File: config.mk
export PLATFORM = sky130hd
export DESIGN_NAME = traffic_light_monitor
export DESIGN_NICKNAME = d
export VERILOG_FILES = /design/src/rtl/traffic_light_monitor.sv
export SDC_FILE = /design/constraint.sdc
export NUM_CORES = 1
export LEC_CHECK = 0
export ABC_AREA = 1
export BUFFER_PORTS_ARGS = -buffer_cell sky130_fd_sc_hd__buf_4
export CAP_MARGIN = 15
export CORE_MARGIN = 4
export CORE_UTILIZATION = 30
export CTS_CLUSTER_SIZE = 8
export DETAILED_ROUTE_END_ITERATION = 10
export PLACE_DENSITY = 0.54
export SLEW_MARGIN = 20
export SYNTH_ARGS = -nofsm -noshare
export SYNTH_HDL_FRONTEND = slang
export SYNTH_SLANG_ARGS = --single-unit
File: constraint.sdc
create_clock -name clk -period 6 [get_ports clk]
set_input_delay 0.6 -clock clk [delete_from_list [all_inputs] [get_ports clk]]
set_output_delay 0.6 -clock clk [all_outputs]
set_load 0.02 [all_outputs]
File: src/rtl/traffic_light_monitor.sv
// traffic_light_monitor: safety monitor between the traffic light controller and the lamps.
// Checks lamp pattern legality, phase order and phase durations (in ticks), passes the
// controller's lamps through while healthy, and latches a fault code with flashing all-red
// on any violation until reset.
// Ports:
//   clk, rst                 clock, synchronous active-high reset
//   tick                     one-cycle timing pulse shared with the controller
//   ns_g/ns_y/ns_r           controller NS lamp requests
//   ew_g/ew_y/ew_r           controller EW lamp requests
//   lamp_ns_*/lamp_ew_*      registered lamp drive
//   fault                    sticky fault flag
//   fault_code               0 none, 1 bad pattern, 2 bad order, 3 too long, 4 too short
module traffic_light_monitor #(
    parameter int DUR_NS_G    = 5,
    parameter int DUR_NS_Y    = 2,
    parameter int DUR_EW_G    = 5,
    parameter int DUR_EW_Y    = 2,
    parameter int FLASH_TICKS = 1,
    parameter int CNT_W       = 4
) (
    input  logic       clk,
    input  logic       rst,
    input  logic       tick,
    input  logic       ns_g,
    input  logic       ns_y,
    input  logic       ns_r,
    input  logic       ew_g,
    input  logic       ew_y,
    input  logic       ew_r,
    output logic       lamp_ns_g,
    output logic       lamp_ns_y,
    output logic       lamp_ns_r,
    output logic       lamp_ew_g,
    output logic       lamp_ew_y,
    output logic       lamp_ew_r,
    output logic       fault,
    output logic [2:0] fault_code
);
    localparam int FC_W = $clog2(FLASH_TICKS + 1);
    localparam logic [5:0] ALL_RED = 6'b001001;

    typedef enum logic [1:0] {SYNC, RUN, FAULT} mon_t;
    typedef enum logic [2:0] {PH_NS_G, PH_NS_Y, PH_EW_G, PH_EW_Y, PH_ILL} phase_t;

    mon_t             state, state_n;
    phase_t           prev, prev_n, phase, succ;
    logic [CNT_W-1:0] cnt, cnt_n, cnt_sat;
    logic [CNT_W:0]   sum, dur_q;
    logic [FC_W-1:0]  fcnt, fcnt_n;
    logic             flash, flash_n, fault_n;
    logic [5:0]       in_v, lamps, lamps_n;
    logic [2:0]       code_n, err;

    // bit order {ns_g, ns_y, ns_r, ew_g, ew_y, ew_r}
    assign in_v = {ns_g, ns_y, ns_r, ew_g, ew_y, ew_r};
    assign phase = in_v == 6'b100001 ? PH_NS_G :
                   in_v == 6'b010001 ? PH_NS_Y :
                   in_v == 6'b001100 ? PH_EW_G :
                   in_v == 6'b001010 ? PH_EW_Y : PH_ILL;
    assign succ  = prev == PH_EW_Y ? PH_NS_G : phase_t'(prev + 3'd1);
    assign dur_q = prev == PH_NS_G ? (CNT_W+1)'(DUR_NS_G) :
                   prev == PH_NS_Y ? (CNT_W+1)'(DUR_NS_Y) :
                   prev == PH_EW_G ? (CNT_W+1)'(DUR_EW_G) : (CNT_W+1)'(DUR_EW_Y);
    // extra bit lets the "too long" compare see cnt+tick before saturation
    assign sum     = {1'b0, cnt} + (CNT_W+1)'(tick);
    assign cnt_sat = &cnt ? cnt : sum[CNT_W-1:0];

    always_comb begin
        state_n = state;
        prev_n  = prev;
        cnt_n   = cnt;
        fcnt_n  = fcnt;
        flash_n = flash;
        lamps_n = lamps;
        fault_n = fault;
        code_n  = fault_code;
        err     = 3'd0;
        unique case (state)
            SYNC: begin
                if (phase == PH_ILL) err = 3'd1;
                else if (phase == PH_NS_G) begin
                    state_n = RUN;
                    prev_n  = PH_NS_G;
                    cnt_n   = CNT_W'(tick);
                    lamps_n = in_v;
                end else lamps_n = ALL_RED;
            end
            RUN: begin
                if (phase == PH_ILL) err = 3'd1;
                else if (phase == prev) begin
                    if (sum > dur_q) err = 3'd3;
                    else begin
                        cnt_n   = cnt_sat;
                        lamps_n = in_v;
                    end
                end else if (phase != succ) err = 3'd2;
                else if ({1'b0, cnt} != dur_q) err = 3'd4;
                else begin
                    // the tick sampled on the change edge belongs to the new phase
                    prev_n  = phase;
                    cnt_n   = CNT_W'(tick);
                    lamps_n = in_v;
                end
            end
            FAULT: begin
                if (tick) begin
                    fcnt_n  = fcnt == FC_W'(FLASH_TICKS - 1) ? '0 : fcnt + FC_W'(1);
                    flash_n = fcnt == FC_W'(FLASH_TICKS - 1) ? ~flash : flash;
                end
                lamps_n = {2'b00, flash_n, 2'b00, flash_n};
            end
            default: state_n = SYNC;
        endcase
        if (err != 3'd0) begin
            state_n = FAULT;
            fault_n = 1'b1;
            code_n  = err;
            flash_n = 1'b1;
            fcnt_n  = '0;
            lamps_n = ALL_RED;
        end
    end

    always_ff @(posedge clk) begin
        if (rst) begin
            state      <= SYNC;
            prev       <= PH_NS_G;
            cnt        <= '0;
            fcnt       <= '0;
            flash      <= 1'b1;
            lamps      <= ALL_RED;
            fault      <= 1'b0;
            fault_code <= 3'd0;
        end else begin
            state      <= state_n;
            prev       <= prev_n;
            cnt        <= cnt_n;
            fcnt       <= fcnt_n;
            flash      <= flash_n;
            lamps      <= lamps_n;
            fault      <= fault_n;
            fault_code <= code_n;
        end
    end

    assign {lamp_ns_g, lamp_ns_y, lamp_ns_r, lamp_ew_g, lamp_ew_y, lamp_ew_r} = lamps;
endmodule

**After elaboration in Yosys (flattened, before gate mapping)**

Index checks and enable logic that the tools add are counted.

- Bits in registers: 21
- Word-level logic and storage cells: 102

- Add/subtract/negate cells: 3
- Order comparisons: 1
- Equal/unequal tests: 26
- Muxes and demuxes: 46
- Bitwise gates (word level): 2
- Reduce and logical (&&, ||, !) cells: 15

Operators with widths:

| kind | number |
|---|---|
| two-way mux 3 bit | 18 |
| two-way mux 6 bit | 7 |
| two-way mux 4 bit | 8 |
| inequality test 3 bit (second input constant) | 6 |
| case mux 6 bit (3 select lines) | 1 |
| == test 6 x 4 -> 1 bit (second input constant) | 2 |
| inequality test 2 bit (second input constant) | 6 |
| case mux 3 bit (2 select lines) | 2 |
| two-way mux 2 bit | 4 |
| case mux 4 bit (2 select lines) | 1 |
| AND reduction 8 bit | 1 |
| AND reduction 7 bit | 1 |
| == test 3 x 2 -> 1 bit (second input constant) | 2 |
| == test 6 x 5 -> 1 bit (second input constant) | 1 |
| == test 6 bit (second input constant) | 1 |
| logical NOT 3 bit | 2 |
| AND reduction 3 bit | 2 |
| AND reduction 6 bit | 1 |
| nonzero test 3 bit | 2 |
| adder 4 x 1 -> 5 bit | 1 |
| > comparator 5 x 3 -> 1 bit | 1 |
| two-way mux 1 bit | 4 |
| inequality test 4 x 3 -> 1 bit | 1 |
| case mux 2 bit (2 select lines) | 1 |
| 15 further kinds | 17 |

**Longest topological paths before layout**

Gate-level depths: netlist of run 1.

- Word-level depth: 13
- Depth in mapped cells: 20
- Depth with buffers taken out: 20

**Least setup slack after synthesis of run 1**

No wires, ideal clock.

- Path kind: input to register
- Start: input tick
- End: register lamps[3]
- Library setup time: 0.116 ns
- Arrival time: 2.306 ns
- Slack: 3.578 ns
- Stages on the path: 15
- Path through: ha_1 -> ha_1 -> ha_1 -> nand2_1 -> nand3_1 -> nand2_1 -> nand2_1 -> nor2_1 -> nand2_1 -> nand3_2 -> nand3_2 -> nor2_8 -> nand2_1 -> o21ai_1 -> nand2_1

- Longest elaborated chain between the ends: 8
- Elaborated cells on any way between the ends: 12

Ends and longest elaborated chain:

| item | line | RTL |
|---|---|---|
| start: declaration | 23 | `input logic tick,` |
| adder 4 x 1 -> 5 bit | 65 | `assign sum = {1'b0, cnt} + (CNT_W+1)'(tick);` |
| > comparator 5 x 3 -> 1 bit | 91 | `if (sum > dur_q) err = 3'd3;` |
| two-way mux 2 bit | 91 |  |
| two-way mux 3 bit | 90 | `else if (phase == prev) begin` |
| two-way mux 3 bit | 89 | `if (phase == PH_ILL) err = 3'd1;` |
| case mux 3 bit (2 select lines) | 78 | `unique case (state)` |
| nonzero test 3 bit | 114 | `if (err != 3'd0) begin` |
| OR reduction 2 bit (no line) | - |  |
| end signal: assignment | 140 | `lamps <= lamps_n;` |
| end: declaration | 51 | `logic [5:0] in_v, lamps, lamps_n;` |

Parallel ways exist; a longest one is shown, timed or not.
A chain may end at the register's enable or synchronous reset.

**Worst setup path in the final report of run 1**

- Start: register prev[0]
- End: register lamps[0]

- Longest elaborated chain between the ends: 12
- Elaborated cells on any way between the ends: 28

Ends and longest elaborated chain:

| item | line | RTL |
|---|---|---|
| start: declaration | 46 | `phase_t prev, prev_n, phase, succ;` |
| start signal: assignment | 136 | `prev <= prev_n;` |
| branches (longest 12 deep; another with > comparator 5 x 3 -> 1 bit) | - |  |

Parallel ways; which one is timed is not known. The select of a mux whose other input is x is not followed.

==> summary.md, run 1 <==
| Metric | Value |
|---|---|
| Clk sinks | `20` |
| Worst-path clk slew | `~0.080 ns` |
| Post-DR vias/cell | `around 4.6` |
| Mapped Area | `roughly 0.0018 mm^2` |
| ANT cells | `0` |
| Gr usage total | `~12%` |
| Clock power frac | `about two fifths` |
| Main combinational cell family by area after synthesis | `simple AND/OR/NAND/NOR gates` |
| Post-CTS Resized | `0` |
| Hold Slack | `~0.48 ns` |
| Pre-antenna DRT Iters | `4` |
| Power Density | `around 170 mW/mm^2` |
| Area fraction of the dominant cell type after synthesis | `22.35%` |
| Post-synth EDFFs | `0` |
| Most instantiated library cell after synthesis | `nand2_1` |
| Internal Power | `253.6 uW` |
| Root Driver | `clkbuf_8` |
| Status | `finished clean` |
| I/O Buffers | `18` |
| Setup ws final | `roughly 3.4 ns` |
| DRC | `0` |
| Warnings from Yosys | `0` |
| Post-DP HPWL | `3.292 mm` |
| Die height | `about 85 um` |
| Setup Crit Path Kind | `flop to flop` |
| Main synth FF type | `dfxtp_1` |
| Slew Viols, Final | `0` |
| WHS Path Cells | `2` |
| Static leakage | `just under 1 nW` |
| CTS H-tree lvls | `1` |
| Synth cell count leaders | `nand2_1, inv_1, nor2_1` |
| Hold worst-path end | `fault_code[1]` |
| Final Hold Viols | `0` |
| Routed Antenna Nets | `0` |
| Postcts setup bufs | `0` |
| Crit path DAT | `~2.8 ns` |
| Largest net degree at the start of global routing | `13` |
| Worst reg-to-reg setup slack | `3.38 ns` |
| Sequential Power Share | `between 40% and 50%` |
| Mux share of post-synthesis cell area | `0%` |
| Sw Share | `between 20% and 30%` |
| Buffer levels on the longest clock path | `2` |
| Skew-Pair Late Insertion Delay | `around 0.26 ns` |
| First-pass GRT wire length | `roughly 7.6 mm` |
| Average wire per standard cell | `between 10 and 15 um` |
| Cells after Synth | `roughly 270` |
| RR Endpoint | `lamps[0]` |
| Worst-path fanout max | `10` |
| Via count | `about 1,600` |
| WL final | `around 4 mm` |
| Hold_buf cts | `0` |
| Starting Density | `about a third` |
| # IOs | `19` |
| Fillers | `about 600` |
| Die area | `between 0.007 and 0.008 mm^2` |
| Overall power | `349.7 uW` |
| Largest cells by area after synthesis | `dfxtp_1, nand2_1, inv_1` |
| Area growth, synth to finish | `16.27%` |
| Peak VDD IR | `between 0.1 and 0.15 mV` |
| RSZ-0062 raised after global routing | `no` |
| Share of cells above drive strength 1 | `between 20% and 30%` |
| Fmax | `about 380 MHz` |
| Core Rows | `27` |
| Required time of the critical path | `~6.2 ns` |
| Total CTS buffers | `3` |
| Clock skew | `0.002746 ns` |
| Core ar. | `0.005642 mm^2` |
| Synth Area in Compound Gates | `about an eighth` |
| Fin nets | `a little over 300` |
| Fin util | `between 30% and 40%` |
| Synthesized area per cell | `between 6 and 7 um^2` |
| Max transition margin | `between 50% and 60%` |
| Final setup fails | `0` |
| DP Worst Slack | `roughly 3.2 ns` |
| R2R depth | `19` |
| Area leader, netlist | `dfxtp_1` |
| Net switching power | `96.12 uW` |
| Post-Syn Nets | `roughly 290` |
| FF-to-FF Start | `prev[0]` |
| Worst setup EP type | `flop` |
| FF+latch count, synth | `20` |
| Distinct cells, synth | `34` |
| Min-delay src | `fault_code[1]` |
| Simple-Gate Fraction of Synth Area | `between 40% and 50%` |
| Grt total ovfl | `0` |
| Chip Width | `85.28 um` |
| Final period utilization | `around 44%` |
| Startpoint Class | `flop` |
| Min cycle time layout | `~2.6 ns` |
| Worst-Margin Slew | `between 0.6 and 0.7 ns` |
| Vias in the first global route | `around 1,800` |
| Initial antenna violation count | `0` |
| DRT iter0 DRCs | `between 70 and 80` |
| Seq/Total Area, Yosys | `between 20% and 30%` |
| Share of synthesized registers carrying an async set or reset | `0%` |
| Final GP Congestion | `approximately 0.84` |
| Power share of the combinational group | `20.8%` |
| CTS tree | `built` |
| Post-Route Setup TNS | `0 ns` |
| Post-synthesis xor/xnor area fraction | `less than 1%` |
| MaxCap Viol Count | `0` |
| Hold WC Path Type | `flop to flop` |
| Adder-cell share of the synthesized area | `~7.7%` |
==> routing by layer <==
layer  wire [um]  track usage (%)
met5           0                0
met1        2001            15.84
met4          19            1.871
met3         118            2.816
met2        1864            21.40
==> worst max-delay path: stages (launching register included) <==
cell and delay (ns):
dfxtp_1 0.48, inv_1 0.15, ha_1 0.22, nand2_1 0.06, nand2_1 0.04, nand2_1 0.11
inv_1 0.07, ha_1 0.30, nand2_1 0.07, nand3_1 0.07, nand2_1 0.06, nand2_1 0.04
nor2_1 0.08, nand2_1 0.09, nand3_2 0.12, nand3_2 0.15, nor2_8 0.18, nor2_1 0.06
nor2_1 0.10, nand2_1 0.06
==> sequential cells by signal (all words and copies together) (netlist names) <==
| name | cells |
|---|---|
| state | 2 |
| lamps | 6 |
| fault | 1 |
| flash | 1 |
| fault_code | 3 |
| prev | 3 |
| cnt | 4 |
==> worst max path at each step <==
stage,from,end
after floorplan,tick,lamps[3]
after global routing,prev[0],lamps[3]
after CTS,prev[0],lamps[0]
after detailed placement,tick,lamps[0]
after global placement,tick,lamps[2]
final,prev[0],lamps[0]
==> placed cells by master (no fill, tap or decap), types with 2 or more instances in the layout <==
cell	instances
nand2_1	62
inv_1	39
nor2_1	27
nand3_1	26
dfxtp_1	20
buf_4	18
ha_1	11
o21ai_0	9
nand3_2	8
o21ai_1	8
nand2_2	7
nor2_2	6
a21oi_1	6
nand2_4	5
inv_2	3
nor3_1	3
clkbuf_8	3
nor2_4	2
nand3_4	2
nor2_8	2
o21ai_2	2
and2_1	2
nand4_1	2
o21bai_2	2
==> through the flow <==
step / cell area [um^2] / std cells
floorplan: 1792 / 266
global placement: 2012 / 355
detailed placement: 2012 / 355
CTS: 2083 / 359
global route: 2083 / 359
finish: 2083 / 359
==> layout make-up <==
cell class              instances  area (um^2)  share of cell area, %
clock buffers                   3        41.29                  1.982
clock inverters                 1        30.03                  1.441
inverters                      42        157.7                  7.568
multi-input cells             203         1229                  58.98
flip-flops and latches         20        400.4                  19.22
well taps                      72        90.09                  4.324
repair buffers                 18        135.1                  6.486
==> power groups by stage <==
| stage | Sequential, mW | Combinational [mW] | Clock [mW] |
|---|---|---|---|
| floorplan | 0.147 | 0.0473 | 0 |
| global route | 0.142 | 0.0841 | 0.144 |
| CTS | 0.141 | 0.0736 | 0.141 |
| detailed placement | 0.144 | 0.0734 | 0 |
| finish | 0.141 | 0.0727 | 0.136 |
| global placement | 0.144 | 0.0735 | 0 |
==> cells by family after synthesis <==
logic type,count (synthesis)
buf+inv,43
flops,20
simple gates,158
xor+xnor,1
compound gates,33
fa+ha+maj,11
(Power assumes the default switching activity.)
==> inputs of run 2 (changes only) <==
- clock period: 6 -> 2.55 ns (I/O delays scaled with it)
==> run 2 against run 1 <==
  * Die area did not move
  * Fmax rose by 14%
  * Highest routed layer is now met3
  * Wire length rose by 1.3%
  * Sequential cell count did not move
  * Largest cell class unchanged
  * First-iteration DRC count fell by 5.2%
  * Critical endpoint is now lamps[3]
  * Largest power group unchanged
==> summary.md, run 2 (synthesis gave the netlist of run 1 again) <==
| Metric | Value |
|---|---|
| I/O Buffers | `18 (unchanged)` |
| Die area | `0.007273 mm^2 (unchanged)` |
| MaxCap Viol Count | `0 (unchanged)` |
| DRC | `0 (unchanged)` |
| Power share of the combinational group | `21.9% (+1.1 points)` |
| M1 WL | `2.012 mm (+0.55%)` |
| Min cycle time layout | `2.309 ns (-0.3158 ns)` |
| Net switching power | `229.4 uW (+140%)` |
| DRT iter0 DRCs | `73 (-5.2%)` |
| Final setup fails | `0 (unchanged)` |
| Grt total ovfl | `0 (unchanged)` |
| Crit path DAT | `2.47 ns (-0.31 ns)` |
| Total CTS buffers | `3 (unchanged)` |
| Average wire per standard cell | `11.14 um (about the same)` |
| Power Density | `385.4 mW/mm^2 (+130%)` |
| Via count | `1,667 (+1.9%)` |
| Worst-Margin Slew | `0.5189 ns (-0.1508 ns)` |
| Die height | `85.28 um (unchanged)` |
| CTS H-tree lvls | `1 (unchanged)` |
| Top flop regs | `lamps x6, cnt x4` |
| Required time of the critical path | `2.71 ns (-3.45 ns)` |
| First-pass GRT wire length | `7.341 mm (-3.4%)` |
| Final period utilization | `90.54% (+47 points)` |
| Layout Cells excl Fill | `364 (+1.4%)` |
| Fin nets | `313 (+1.6%)` |
| Root Driver | `clkbuf_8` |
| Inst Count DP | `358 (+0.85%)` |
| Max transition margin | `65.09% (+9.7 points)` |
| Area growth, synth to finish | `20.39%` |
| Max layer used | `met3` |
| Hold_buf cts | `0 (unchanged)` |
| Metal2 WL | `1.963 mm (+5.3%)` |
| Final Hold Viols | `0 (unchanged)` |
| DP Worst Slack | `0.08475 ns (-3.160 ns)` |
| Buffer levels on the longest clock path | `2 (unchanged)` |
| Routed Antenna Nets | `0 (unchanged)` |
| Share of cells above drive strength 1 | `26.37% (+3.4 points)` |
| Status | `finished clean` |
| Internal Power | `602.1 uW (+140%)` |
| Setup ws final | `0.2412 ns (-3.134 ns)` |
| Worst-path clk slew | `0.08 ns (about the same)` |
| WL met3 | `80 um (-32%)` |
| Commonest cells after routing, fill and taps aside | `nand2_1, inv_1, nor2_1, nand3_1, buf_4` |
| Core Rows | `27 (unchanged)` |
| Core ar. | `0.005642 mm^2 (unchanged)` |
| Largest net degree at the start of global routing | `13 (unchanged)` |
| ANT cells | `0 (unchanged)` |
| Most common cell after layout, fill and taps aside | `nand2_1` |
| Number of flip-flops in the largest register | `6 (unchanged)` |
| Setup Crit Path Kind | `flop to flop` |
| Vias in the first global route | `1,645 (-7.0%)` |
| # IOs | `19 (unchanged)` |
| Post-DR vias/cell | `4.580 (+0.50%)` |
| Peak VDD IR | `0.2738 mV (+160%)` |
| Worst-path fanout max | `8 (-2)` |
| Post-DP HPWL | `3.294 mm (about the same)` |
| Worst setup EP type | `flop` |
| Clock power frac | `38.5% (-0.4 points)` |
| WL final | `4.056 mm (+1.3%)` |
| Clock skew | `0.009477 ns (+0.006732 ns)` |
| Startpoint Class | `flop` |
| Sw Share | `27.59% (+0.099 points)` |
| Initial antenna violation count | `0 (unchanged)` |
| Slew Viols, Final | `0 (unchanged)` |
| Fmax | `433.1 MHz (+14%)` |
| Gr usage total | `11.87% (-0.48 points)` |
| Pre-antenna DRT Iters | `4 (unchanged)` |
| Skew-Pair Late Insertion Delay | `0.26 ns (about the same)` |
| Hold WC Path Type | `primary input to flop` |
| Final GP Congestion | `0.8261 (-2.1%)` |
| Sequential Power Share | `39.6% (-0.7 points)` |
| Largest Register | `lamps` |
| Static leakage | `1.015 nW (+2.9%)` |
| Starting Density | `31.76% (unchanged)` |
| Chip Width | `85.28 um (unchanged)` |
| RSZ-0062 raised after global routing | `no` |
| Post-Route Setup TNS | `0 ns (unchanged)` |
| Clk sinks | `20 (unchanged)` |
| CTS tree | `built` |
| Overall power | `831.4 uW (+140%)` |
==> run 2: changes by cell type in the layout (fill, tap and decap cells not counted), sizes merged <==
cell and change:
nor2 +1, buf +4
==> run 2: what timing repair did <==
action,4_1_cts,5_1_grt
resized for setup,0,10
buffers inserted,0,1
setup endpoints to repair,0,15
==> run 2: layer usage <==
metal | track usage [%] | vias up
met1 | 15.81 | 746
met2 | 20.69 | 15
met4 | 0.7194 | 0
li1 | - | 906
met5 | 0 | -
met3 | 2.330 | 0
==> run 2: metrics by stage <==
step	cell area (um^2)	hold slack, ns	util (%)
after global routing	2157	0.2081	38.23
after global placement	2034	0.4611	36.06
after detailed placement	2034	0.4659	36.06
final	2157	0.2058	38.23
after floorplan	1792	0.3241	-
after CTS	2106	0.2007	37.33
==> run 2: path summary, 6_finish.rpt <==
path | slack, ns | cells past startpoint | to | start
max reg2reg | 0.24 | 15 | lamps[3] | cnt[0]
min | 0.21 | 2 | fault_code[2] | rst
min reg2reg | 0.47 | 2 | fault_code[1] | fault_code[1]
max | 0.24 | 15 | lamps[3] | cnt[0]
==> run 2: final cells by class <==
cell class,instances,area [um^2]
inverters,42,160.2
well taps,72,90.09
clock buffers,3,41.29
clock inverters,1,30.03
repair buffers,22,165.2
flip-flops and latches,20,407.9
multi-input cells,204,1262
fillers,595,3485
==> run 2: worst max-delay path, stage by stage (launching register included) <==
cell	delay [ns]
dfxtp_1	0.33
ha_1	0.20
ha_1	0.34
ha_4	0.26
nand2_1	0.06
nand3_1	0.07
nand2_1	0.06
nand2_1	0.04
nor2_1	0.07
nand2_1	0.10
nand3_2	0.09
nor2_2	0.05
nor2_4	0.17
nand4_4	0.19
inv_2	0.12
nand2_1	0.06
==> run 2: power by group through the flow <==
stage	sequential, mW	combinational, mW	clock, mW
6_report	0.329	0.182	0.320
3_5_place_dp	0.338	0.174	0
4_1_cts	0.331	0.175	0.332
3_3_place_gp	0.338	0.173	0
5_1_grt	0.331	0.208	0.346
2_1_floorplan	0.346	0.111	0
==> inputs of run 3 (changes only) <==
--- a/config.mk
+++ b/config.mk
@@ -9,5 +9,5 @@
 export BUFFER_PORTS_ARGS = -buffer_cell sky130_fd_sc_hd__buf_4
 export CAP_MARGIN = 15
-export CORE_MARGIN = 4
+export CORE_MARGIN = 3
 export CORE_UTILIZATION = 30
 export CTS_CLUSTER_SIZE = 8
==> constraint.sdc (replaced) <==
create_clock -name clk -period 2.9 [get_ports clk]
set_input_delay 0.29 -clock clk [delete_from_list [all_inputs] [get_ports clk]]
set_output_delay 0.29 -clock clk [all_outputs]
set_load 0.005 [all_outputs]
==> run 3 against run 2 <==
  * Register-to-register slack improved by 0.11 ns
  * Fmax fell by 9.5%
  * Worst setup slack improved by 0.11 ns
  * Critical path depth rose by 4
  * Clock power fell by 12%
  * Combinational power fell by 21%
  * Hold slack improved by 0.049 ns
  * Non-clock buffer count fell by 2
==> summary.md, run 3 (synthesis gave the netlist of run 1 again) <==
| Metric | Value |
|---|---|
| Sequential Power Share | `40.5% (+0.9 points)` |
| Largest Register | `lamps` |
| Post-CTS Resized | `0 (unchanged)` |
| Clock power frac | `39.4% (+0.9 points)` |
| Gr usage total | `12.18% (+0.31 points)` |
| Worst-Margin Slew | `0.4404 ns (-0.07848 ns)` |
| Clk sinks | `20 (unchanged)` |
| Placed Area | `0.002027 mm^2 (-0.37%)` |
| Via count | `1,667 (unchanged)` |
| Top flop regs | `lamps x6, cnt x4` |
| Worst-path clk slew | `0.08 ns (about the same)` |
| CP Depth | `19 (+4)` |
| Grt total ovfl | `0 (unchanged)` |
| Die area | `0.006936 mm^2 (-4.6%)` |
| Share of cells above drive strength 1 | `23.53% (-2.8 points)` |
| I/O Buffers | `18 (unchanged)` |
| DRC | `0 (unchanged)` |
| DP Worst Slack | `0.3346 ns (+0.2499 ns)` |
| Post-DP HPWL | `3.366 mm (+2.2%)` |
| First-pass GRT wire length | `7.231 mm (-1.5%)` |
| Peak VDD IR | `0.2807 mV (+2.5%)` |
| Setup Crit Path Kind | `flop to flop` |
| Postcts setup bufs | `0 (unchanged)` |
| Fmax | `392.1 MHz (-9.5%)` |
| FF-to-FF Start | `prev[0]` |
| ANT cells | `0 (unchanged)` |
| Required time of the critical path | `3.06 ns (+0.35 ns)` |
| Largest net degree at the start of global routing | `13 (unchanged)` |
| CP most frequent cell | `nand2_1` |
| Commonest cells after routing, fill and taps aside | `nand2_1, inv_1, nor2_1, nand3_1` |
| Slowest Stage Delay on Critical Path | `0.44 ns (+0.10 ns)` |
| Final setup fails | `0 (unchanged)` |
| R2R depth | `19 (+4)` |
| Post-DR vias/cell | `4.618 (+0.83%)` |
| Starting Density | `31.76% (unchanged)` |
| Core Rows | `27 (unchanged)` |
| Die height | `83.28 um (-2.3%)` |
| Skew-Pair Late Insertion Delay | `0.26 ns (about the same)` |
| Final Hold Viols | `0 (unchanged)` |
| Worst setup EP type | `flop` |
| MaxCap Viol Count | `0 (unchanged)` |
| Most common cell after layout, fill and taps aside | `nand2_1` |
| Critical path endpoint | `lamps[2]` |
| Power Density | `342.0 mW/mm^2 (-11%)` |
| Chip Width | `83.28 um (-2.3%)` |
| Hold WC Path Type | `primary input to flop` |
| # IOs | `19 (unchanged)` |
| Vias in the first global route | `1,643 (-0.12%)` |
| Multi-input gate area | `0.001229 mm^2 (-2.7%)` |
| Slowest cell on crit path | `dfxtp_1` |
| Setup ws final | `0.3496 ns (+0.1084 ns)` |
| Final GP Congestion | `0.8477 (+2.6%)` |
| Power share of the combinational group | `20.1% (-1.8 points)` |
| Total CTS buffers | `3 (unchanged)` |
| Overall power | `717.5 uW (-14%)` |
| Core ar. | `0.005642 mm^2 (unchanged)` |
| Initial antenna violation count | `0 (unchanged)` |
| Crit path from | `prev[0]` |
| RSZ-0062 raised after global routing | `no` |
| Status | `finished clean` |
| Sw Share | `26.92% (-0.67 points)` |
| WL final | `4.072 mm (+0.39%)` |
| Static leakage | `0.9968 nW (-1.8%)` |
| Pre-antenna DRT Iters | `4 (unchanged)` |
| Post-Route Setup TNS | `0 ns (unchanged)` |
| CTS tree | `built` |
| Number of flip-flops in the largest register | `6 (unchanged)` |
| Crit-path leading delay family | `simple AND/OR/NAND/NOR gates` |
| Max transition margin | `70.37% (+5.3 points)` |
| Clock skew | `0.007110 ns (-0.002368 ns)` |
| Startpoint Class | `flop` |
| Worst reg-to-reg setup slack | `0.35 ns (+0.11 ns)` |
| Fillers | `613 (+3.0%)` |
| Net switching power | `193.1 uW (-16%)` |
| Area growth, synth to finish | `17.11%` |
| Worst Path Buf+Inv | `2 (+1)` |
| Hold_buf cts | `0 (unchanged)` |
| Slew Viols, Final | `0 (unchanged)` |
| RR Endpoint | `lamps[2]` |
| Final period utilization | `87.95% (-2.6 points)` |
| DRT iter0 DRCs | `61 (-16%)` |
| Hold Slack | `0.2546 ns (+0.04881 ns)` |
| Buffer levels on the longest clock path | `2 (unchanged)` |
| CTS H-tree lvls | `1 (unchanged)` |
| Crit-path cells | `inv_1, ha_1, nand2_1, nand2_1, nand2_1, inv_1, ha_1, nand2_1, nand3_1, nand2_1, nand2_1, nor2_1, nand2_1, nand3_2, nand3_2, nor2_8, nand2_1, o21ai_1, nor2_1` |
| Routed Antenna Nets | `0 (unchanged)` |
| Worst-path fanout max | `10 (+2)` |
| Average wire per standard cell | `11.28 um (+1.2%)` |
| Root Driver | `clkbuf_8` |
| Crit path DAT | `2.71 ns (+0.24 ns)` |
| Design Area, Final | `0.002098 mm^2 (-2.7%)` |
| Internal Power | `524.4 uW (-13%)` |
| Fin nets | `310 (-0.96%)` |
| Register area | `400.4 um^2 (-1.8%)` |
| Min cycle time layout | `2.550 ns (+0.2416 ns)` |
## run 3: changes by cell type in the layout (fill, tap and decap cells not counted), sizes merged
cell / previous run / this run
nor2: 38 / 37
buf: 22 / 20
## run 3: area by class of cell
class                      count  share of cell area, %
sequential                    20                  19.08
clock buffer                   3                  1.968
inverter                      42                  7.513
timing repair buffer          20                  7.156
tap                           72                  4.293
multi-input combinational    203                  58.56
clock inverter                 1                  1.431
## run 3: worst register-to-register path, stage by stage, from the launching register on
cell and delay (ns):
dfxtp_1 0.44, inv_1 0.12, ha_1 0.21, nand2_1 0.06, nand2_1 0.04, nand2_1 0.10
inv_1 0.07, ha_1 0.30, nand2_1 0.08, nand3_1 0.08, nand2_1 0.07, nand2_1 0.04
nor2_1 0.07, nand2_1 0.09, nand3_2 0.13, nand3_2 0.15, nor2_8 0.19, nand2_1 0.07
o21ai_1 0.08, nor2_1 0.06
## run 3: how the worst min path moves through the flow
stage               startpoint            end  slack, ns  depth (start not counted)
floorplan                  rst  fault_code[2]       0.36                          1
global placement         fault          fault       0.46                          2
detailed placement       fault          fault       0.46                          2
CTS                        rst  fault_code[2]       0.26                          2
global route               rst  fault_code[2]       0.25                          2
finish                     rst  fault_code[2]       0.25                          2
## run 3: power groups by stage
stage	registers [mW]	logic [mW]	clock network [mW]
CTS	0.291	0.146	0.291
detailed placement	0.297	0.145	0
finish	0.291	0.144	0.283
floorplan	0.297	0.0978	0
global route	0.293	0.163	0.306
global placement	0.297	0.145	0
## run 3: per-stage QoR
step,cells,util (%)
final,361,37.19
after global routing,361,37.19
after CTS,361,37.19
after detailed placement,357,35.93
after global placement,357,35.93
after floorplan,266,-
## run 3: per-layer routing
metal | vias up | track usage, % | wire length (um)
li1 | 905 | - | -
met1 | 743 | 15.52 | 1999
met2 | 19 | 21.87 | 1930
met3 | 0 | 2.679 | 143
met4 | 0 | 0.7429 | 0
met5 | - | 0 | 0
